[src/rtl/add2_pkg.sv]
// Shared types and helpers for the two-operand accumulating adder pipeline.
package add2_pkg;

  typedef enum logic {
    WRAP = 1'b0,
    SAT  = 1'b1
  } ovf_mode_e;

  typedef enum logic [1:0] {
    DIR_NONE = 2'd0,
    DIR_HI   = 2'd1,
    DIR_LO   = 2'd2
  } sat_dir_e;

  // The top three bits of a two-bit-extended sum must agree when it fits in WIDTH.
  function automatic sat_dir_e sat_dir(input logic [2:0] top);
    if ((top == 3'b000) || (top == 3'b111)) begin
      return DIR_NONE;
    end
    return top[2] ? DIR_LO : DIR_HI;
  endfunction

endpackage

[src/rtl/add2_pipe_fifo.sv]
// Result buffer: circular FIFO with registered head, occupancy flags and count.
module add2_pipe_fifo
  import add2_pkg::*;
#(
  parameter int DW    = 33,
  parameter int DEPTH = 2
) (
  input  logic          clk,
  input  logic          reset,
  input  logic          i_push,
  input  logic [DW-1:0] i_push_data,
  input  logic          i_pop,
  output logic          o_not_full,
  output logic          o_not_empty,
  output logic [DW-1:0] o_head
);

  localparam int unsigned PTR_W = (DEPTH > 1) ? $clog2(DEPTH) : 1;
  localparam int unsigned CNT_W = $clog2(DEPTH + 1);

  logic [DW-1:0]    r_mem [DEPTH];
  logic [PTR_W-1:0] r_rd_ptr;
  logic [PTR_W-1:0] r_wr_ptr;
  logic [PTR_W-1:0] w_rd_nxt;
  logic [PTR_W-1:0] w_wr_nxt;
  logic [CNT_W-1:0] r_count;
  logic [CNT_W-1:0] w_count_nxt;
  logic             r_not_full;
  logic             r_not_empty;
  logic [DW-1:0]    r_head;
  logic [DW-1:0]    w_head_nxt;
  logic             w_do_push;
  logic             w_do_pop;

  function automatic logic [PTR_W-1:0] ptr_inc(input logic [PTR_W-1:0] p);
    return (p == PTR_W'(DEPTH - 1)) ? '0 : p + PTR_W'(1);
  endfunction

  // Next occupancy and next head; a push lands at the head when it becomes the oldest entry.
  always_comb begin
    w_do_push   = i_push && r_not_full;
    w_do_pop    = i_pop && r_not_empty;
    w_rd_nxt    = w_do_pop ? ptr_inc(r_rd_ptr) : r_rd_ptr;
    w_wr_nxt    = w_do_push ? ptr_inc(r_wr_ptr) : r_wr_ptr;
    w_count_nxt = r_count;
    if (w_do_push && !w_do_pop) begin
      w_count_nxt = r_count + CNT_W'(1);
    end else if (w_do_pop && !w_do_push) begin
      w_count_nxt = r_count - CNT_W'(1);
    end
    w_head_nxt = r_head;
    if (w_count_nxt != '0) begin
      w_head_nxt = (w_do_push && (r_wr_ptr == w_rd_nxt)) ? i_push_data : r_mem[w_rd_nxt];
    end
  end

  always_ff @(posedge clk) begin
    if (reset) begin
      for (int i = 0; i < DEPTH; i++) begin
        r_mem[i] <= '0;
      end
      r_rd_ptr    <= '0;
      r_wr_ptr    <= '0;
      r_count     <= '0;
      r_not_full  <= 1'b0;
      r_not_empty <= 1'b0;
      r_head      <= '0;
    end else begin
      if (w_do_push) begin
        r_mem[r_wr_ptr] <= i_push_data;
      end
      r_rd_ptr    <= w_rd_nxt;
      r_wr_ptr    <= w_wr_nxt;
      r_count     <= w_count_nxt;
      r_not_full  <= (w_count_nxt < CNT_W'(DEPTH));
      r_not_empty <= (w_count_nxt != '0);
      r_head      <= w_head_nxt;
    end
  end

  assign o_not_full  = r_not_full;
  assign o_not_empty = r_not_empty;
  assign o_head      = r_head;

endmodule

[src/rtl/add2_pipe.sv]
// Signed two-operand adder with optional running accumulator, overflow flag,
// wrap/saturate modes and a small output FIFO.
module add2_pipe
  import add2_pkg::*;
#(
  parameter int WIDTH    = 32,
  parameter int DEPTH    = 2,
  parameter int SATURATE = 0
) (
  input  logic             clk,
  input  logic             reset,
  input  logic             in_valid,
  output logic             in_ready,
  input  logic [WIDTH-1:0] in_port_1,
  input  logic [WIDTH-1:0] in_port_2,
  input  logic             in_acc,
  output logic             out_valid,
  input  logic             out_ready,
  output logic [WIDTH-1:0] out_port,
  output logic             out_ovf
);

  localparam int unsigned EXT_W = WIDTH + 2;
  localparam int unsigned DW    = WIDTH + 1;
  localparam ovf_mode_e   MODE  = (SATURATE != 0) ? SAT : WRAP;

  logic [WIDTH-1:0] r_acc;
  logic [EXT_W-1:0] w_a;
  logic [EXT_W-1:0] w_b;
  logic [EXT_W-1:0] w_c;
  logic [EXT_W-1:0] w_raw;
  sat_dir_e         w_dir;
  logic             w_ovf;
  logic [WIDTH-1:0] w_result;
  logic             w_push;
  logic             w_pop;
  logic [DW-1:0]    w_head;

  assign w_a   = {{2{in_port_1[WIDTH-1]}}, in_port_1};
  assign w_b   = {{2{in_port_2[WIDTH-1]}}, in_port_2};
  assign w_c   = in_acc ? {{2{r_acc[WIDTH-1]}}, r_acc} : '0;
  assign w_raw = w_a + w_b + w_c;
  assign w_dir = sat_dir(w_raw[EXT_W-1:WIDTH-1]);
  assign w_ovf = (w_dir != DIR_NONE);

  // Clamp only in saturate mode; wrap mode keeps the low WIDTH bits.
  always_comb begin
    w_result = w_raw[WIDTH-1:0];
    if (MODE == SAT) begin
      case (w_dir)
        DIR_HI:  w_result = {1'b0, {(WIDTH-1){1'b1}}};
        DIR_LO:  w_result = {1'b1, {(WIDTH-1){1'b0}}};
        default: w_result = w_raw[WIDTH-1:0];
      endcase
    end
  end

  assign w_push = in_valid && in_ready;
  assign w_pop  = out_valid && out_ready;

  // Accumulator follows the stored (post-wrap/clamp) result of every accepted pair.
  always_ff @(posedge clk) begin
    if (reset) begin
      r_acc <= '0;
    end else if (w_push) begin
      r_acc <= w_result;
    end
  end

  add2_pipe_fifo #(
    .DW   (DW),
    .DEPTH(DEPTH)
  ) u_fifo (
    .clk        (clk),
    .reset      (reset),
    .i_push     (w_push),
    .i_push_data({w_ovf, w_result}),
    .i_pop      (w_pop),
    .o_not_full (in_ready),
    .o_not_empty(out_valid),
    .o_head     (w_head)
  );

  assign out_port = w_head[WIDTH-1:0];
  assign out_ovf  = w_head[WIDTH];

endmodule
[config.mk]
export PLATFORM = sky130hd
export DESIGN_NAME = add2_pipe
export DESIGN_NICKNAME = d
export VERILOG_FILES = /design/src/rtl/add2_pkg.sv /design/src/rtl/add2_pipe_fifo.sv /design/src/rtl/add2_pipe.sv
export SDC_FILE = /design/constraint.sdc
export NUM_CORES = 1
export LEC_CHECK = 0
export CORE_UTILIZATION = 38
export CTS_CLUSTER_DIAMETER = 50
export DETAILED_ROUTE_END_ITERATION = 12
export GPL_ROUTABILITY_DRIVEN = 0
export PLACE_DENSITY_LB_ADDON = 0.2
export SLEW_MARGIN = 40
export SYNTH_ARGS = -nofsm -noshare
export SYNTH_HDL_FRONTEND = slang
export SYNTH_HIERARCHICAL = 1
export SYNTH_SLANG_ARGS = --single-unit
[constraint.sdc]
create_clock -name clk -period 5.6 [get_ports clk]
set_clock_uncertainty 0.05 [all_clocks]
set_input_delay 0.84 -clock clk [delete_from_list [all_inputs] [get_ports clk]]
set_output_delay 0.84 -clock clk [all_outputs]
set_load 0.05 [all_outputs]
Yosys cells after proc, flatten, opt, wreduce, memory -nomap -nowiden
Memories as Yosys holds them, arrays and structs flattened. A register that Yosys moved wholly into a read port is not among the register bits.
Index checks and enable logic that the tools add are counted.
{"block": "totals", "register_bits": 38, "mem_bits_rw": 66, "input_bits": 69, "output_inout_bits": 35, "elab_cells": 46, "memories": 1}
{"memory": "u_fifo.r_mem", "depth": 2, "width": 33, "rd": 1, "rd_ports_with_merged_regs": 1, "wr": 2, "line": "add2_pipe_fifo.sv:21", "rtl": "logic [DW-1:0] r_mem [DEPTH];"}
{"block": "classes", "n_addsub": 6, "n_lt_le_gt_ge": 1, "n_eq_ne": 1, "muxes": 18, "reduce_logical": 13}
{"op": "$add 34x34->34", "count": 1}
{"op": "$mux 34", "count": 1}
{"op": "$add 32x32->33", "count": 1}
{"op": "$mux 33", "count": 1}
{"op": "$reduce_or 33->1", "count": 1}
{"op": "$mux 1", "count": 11}
{"op": "$mux 2", "count": 5}
{"op": "$logic_and 1x1->1", "count": 6}
{"op": "$reduce_bool 2->1", "count": 2}
{"op": "$eq 3x3->1 const B", "count": 1}
{"op": "$logic_not 3->1", "count": 1}
{"op": "$add 1x1->1 const B", "count": 2}
{"op": "$add 2x1->2 const B", "count": 1}
{"op": "$logic_not 1->1", "count": 2}
{"op": "$lt 2x2->1 const B", "count": 1}
{"op": "$sub 2x1->2 const B", "count": 1}
{"op": "$logic_or 1x1->1", "count": 1}

Depth between registers and ports, before layout
{"block": "logic_depth", "word_depth": 8, "mapped_depth": 27, "ltp_nobuf": 26}

Cells and area by module
Netlist, hierarchy kept.
{"mod": "add2_pipe_fifo", "n_inst": 1, "cells_per_inst": 565, "area_per_inst_um2": 5417.7, "seq_area_each_um2": 2762.6}
{"mod": "add2_pipe", "n_inst": 1, "cells_per_inst": 646, "area_per_inst_um2": 4675.7, "seq_area_each_um2": 640.6}

Worst setup path after synthesis
Ideal clock, no wire load.
{"block": "synth_timing", "path_type": "input port to flip-flop", "start": "in in_port_1[0]", "end": "reg u_fifo.r_head[32], in the netlist u_fifo/o_head[32] (read register of u_fifo.r_mem)", "setup_ps": 70, "arrival_time_ps": 5540, "required_time_ps": 5480, "slack_ps": -61, "cell_stages": 26, "path_buffers": 0, "cell_sequence": "ha_1 -> fa_1 -> a21o_1 -> a21oi_1 -> o21bai_1 -> o311ai_1 -> nand3_1 -> a21oi_1 -> o31ai_1 -> a21o_1 -> a2111oi_0 -> nor2_1 -> ha_1 -> or2_2 -> a21oi_1 -> nor2_1 -> nand2_1 -> o21ai_0 -> a31oi_1 -> nor2_1 -> and3_1 -> nor4_1 -> a31oi_1 -> o221ai_1 -> nand4_1 -> a21oi_1"}
{"element": "start, declared", "line": "add2_pipe.sv:14", "rtl": "input logic [WIDTH-1:0] in_port_1,"}
{"element": "end, declared", "line": "add2_pipe_fifo.sv:30", "rtl": "logic [DW-1:0] r_head;"}

==> key figures <==
Global route
  – Grt total ovfl: 0
  – Number of antenna violations at the first check in global routing: 0
  – Vias in the first global route: around 9400
  – Tot GR Track Use: a little over a fifth
  – Largest net degree at the start of global routing: roughly 110
  – First-pass GRT wire length: 47300 um

Critical path
  – Worst R2R Start: r_acc[0]
  – Crit Path Max Fanout: 4
  – Worst Reg-to-Reg Cells: 16
  – RR Endpoint: u_fifo/o_head[30]
  – CP Launch Type: primary input
  – Worst setup EP type: flop
  – CP Capture Point: u_fifo/o_head[32]
  – CP Class: in -> reg
  – R2r setup slk: about 2.0 ns
  – Origin of the worst setup path: in_port_1[0]
  – Worst EP arrival: between 5 and 6 ns
  – Req. time, crit path: 5.89 ns

Yosys
  – FF+latch count, synth: ~140
  – Syn Inst Count: around 1200
  – Syn Std Cell Area: 10100 sq um
  – Async S/R FF share, synth: 0%
  – Netlist cell types: between 60 and 70
  – Post-synthesis simple-gate area fraction: a little under a quarter
  – Post-synthesis xor/xnor area fraction: between 5 and 6%
  – Largest family of logic cells by synthesized area: simple AND/OR/NAND/NOR gates
  – Post-synthesis mux area share: 0%
  – YS warnings: 6
  – Syn_area_per_cell: ~8.3 sq um
  – Number of flops mapped to enable cells by yosys: 66
  – Main synth FF type: dfxtp_1
  – Register area share after synthesis: around a third
  – Post-synthesis compound-gate area fraction: 23.0%
  – Synthesized-area fraction occupied by adder cells: 8.45%
  – Syn nets: around 1300

CTS
  – Clk sink count: 137
  – Number of buffers created by CTS: 17
  – Clock transition at the registers of the reported paths: around 0.06 ns
  – Number of hold buffers added after cts: 0
  – Htree depth: 4
  – Worst skew pair latency: about 0.42 ns
  – CTS Root Cell: clkbuf_16
  – CTS tree: done
  – Clock buffer depth: 2

Timing
  – Period utilization: between 90 and 100%
  – Fin. Hold Viols: 0
  – Worst Hold Slack: around 0.4 ns
  – Fin Setup TNS: 0 ns
  – Fmax: 0.181 GHz
  – Max-slew headroom: between 40 and 50%
  – Worst Tran Pin Value: 0.830 ns
  – RSZ-0062 raised after global routing: yes
  – Max-slew violation count: 0
  – Setup-failing EPs final: 0
  – Final Critical Period: about 5.5 ns

Placement
  – DP HPWL: ~21000 um
  – DP Area: around 13000 sq um
  – Placed Cells: roughly 1800
  – Port Buf Inserts: ~100

Detailed routing
  – Met2 WL: around 14000 um
  – Wl on met1: ~14000 um
  – Wire length per cell: around 16 um
  – Antenna viol nets, final: 0
  – Total number of vias: approximately 9900
  – DR top layer: met4
  – Drt via density: 5.50
  – DRT Pass-1 Iters: 5
  – DR iter-0 viols: roughly 810
  – DRC errors left: 0
  – DR WL met3: approximately 1400 um
  – Routed WL: 29500 um

Layout
  – Final Cell Area: between 10000 and 15000 sq um
  – Fraction of layout cells with a size suffix above 1: 22.1%
  – Layout Cells excl Fill: about 1800
  – Area of the multi-input gates: about 6500 sq um
  – Most frequent cells in the layout: buf_4 (209), nand2_1 (125), a21oi_1 (119)
  – # diodes: 0
  – Area delta synth->final: 36.0%
  – Commonest non-fill, non-tap cell in the layout: buf_4
  – Final nets: roughly 1600
  – Layout fillers: between 2000 and 2500
  – Seq. cell area: approximately 3400 sq um

Floorplanning
  – Die Span Y: between 150 and 200 um
  – Initial core utilization: about two fifths
  – IO Pins: roughly 100
  – Rows: ~60
  – Core area: 26100 sq um
  – Die ar.: ~27000 sq um
  – Die Width: ~160 um

Run status
  – Outcome: finished clean

Pwr
  – Power Total: 3.72 mW
  – Peak VDD IR: ~0.00021 V
  – Pwr dens: about 270 nW/um^2
  – Static Leak: 5.69 nW

Min path
  – Hold Path Class: reg -> reg

Job
  – Max Cap Violations: 0
## timing repair
action	in CTS	in global routing
pin swaps	51	57
cloned	0	0
setup buffers	21	4
resized for setup	42	49
endpoints found under the setup margin	15	9
hold endpoints to repair	0	0
## synth_stat cells (all sizes together), types with 2 or more instances
cell | n | area share [%]
a21oi | 133 | 6.7
clkbuf | 72 | 2.7
nand3 | 43 | 2.2
nand4b | 33 | 2.9
a21o | 24 | 1.8
a311oi | 2 | 0.30
and2 | 73 | 4.5
a2111oi | 3 | 0.45
inv | 56 | 2.1
nor3b | 2 | 0.15
xnor2 | 41 | 3.6
nand3b | 2 | 0.15
and3 | 45 | 2.8
nand4 | 42 | 2.6
a41oi | 4 | 0.50
nor4b | 2 | 0.17
nor2 | 44 | 1.7
edfxtp | 66 | 20
a211oi | 7 | 0.52
o31ai | 6 | 0.63
ha | 65 | 8.1
o21ai | 70 | 3.5
fa | 2 | 0.40
dfxtp | 71 | 14
o221ai | 33 | 2.9
nand2b | 4 | 0.25
o21bai | 19 | 1.4
a211o | 3 | 0.26
buf | 14 | 1.1
a21boi | 2 | 0.15
or2 | 2 | 0.12
o311ai | 3 | 0.43
o211ai | 3 | 0.22
a31oi | 38 | 2.4
nand2 | 127 | 4.7
nor4 | 3 | 0.19
nor2b | 5 | 0.31
nor3 | 13 | 0.64
xor2 | 19 | 1.6
o21a | 2 | 0.15
## worst max-delay path: stages
cell	delay, ns
clkdlybuf4s15_1	0.17
ha_2	0.19
fa_2	0.36
a21o_1	0.17
a21oi_2	0.18
o21bai_2	0.10
o311ai_2	0.30
nand3_2	0.18
a21oi_2	0.18
o31ai_1	0.08
a21o_1	0.18
buf_4	0.15
a2111oi_4	0.30
nor2_2	0.09
ha_1	0.33
a21o_1	0.20
a211o_1	0.34
a41oi_1	0.18
nor2_1	0.07
nand2_1	0.09
nor2_1	0.05
and3_1	0.19
nor4_2	0.23
buf_4	0.17
a31oi_4	0.07
o221ai_2	0.15
nand4_1	0.13
a21oi_1	0.16
## stage by stage
step,util (%),worst slack (ns)
after floorplan,-,0.000590
after global placement,48.3,-0.837
after global routing,52.7,-0.196
after detailed placement,48.4,-0.934
after CTS,51.7,0.00109
final,52.7,0.0773
## how the worst min path moves through the flow
stage / start / to / depth (start not counted)
after detailed placement: r_acc[13] / r_acc[13] / 2
after global placement: r_acc[13] / r_acc[13] / 2
final: r_acc[13] / r_acc[13] / 2
after global routing: r_acc[13] / r_acc[13] / 2
after floorplan: r_acc[0] / r_acc[0] / 2
after CTS: r_acc[13] / r_acc[13] / 2
## report_power, final
part           internal, mW  switching, mW
logic                 0.690          0.783
registers              1.12         0.0309
clock network         0.661          0.434
## registers in the layout, summed over array words and instances (netlist names)
signal,count
u_fifo/o_head,33
u_fifo/r_wr_ptr,1
u_fifo/r_count,2
r_acc,32
u_fifo/r_mem,66
u_fifo/o_not_empty,1
u_fifo/r_rd_ptr,1
u_fifo/o_not_full,1
## area by class of cell
| type | instances | area share [%] |
|---|---|---|
| flip-flops and latches | 137 | 24.8 |
| inverters | 57 | 1.56 |
| multi-input cells | 931 | 47.3 |
| well taps | 335 | 3.05 |
| clock inverters | 10 | 0.665 |
| clock buffers | 22 | 3.54 |
| repair buffers | 316 | 19.1 |
## metal layers
layer	vias to the layer above	track usage [%]
met2	288	36.4
met5	-	0
met4	0	6.05
li1	4959	-
met1	4673	30.1
met3	28	2.56
## logic make-up (layout without fill, tap and decap cells)
family / Yosys count / in the layout
AO/OA/AOI/OAI: 360 / 360
buffers and inverters: 143 / 405
adder cells (fa/ha/maj): 67 / 67
flip-flops: 137 / 137
AND/OR/NAND/NOR: 444 / 444
XOR/XNOR: 60 / 60
Power figures use the tool's default switching activity.
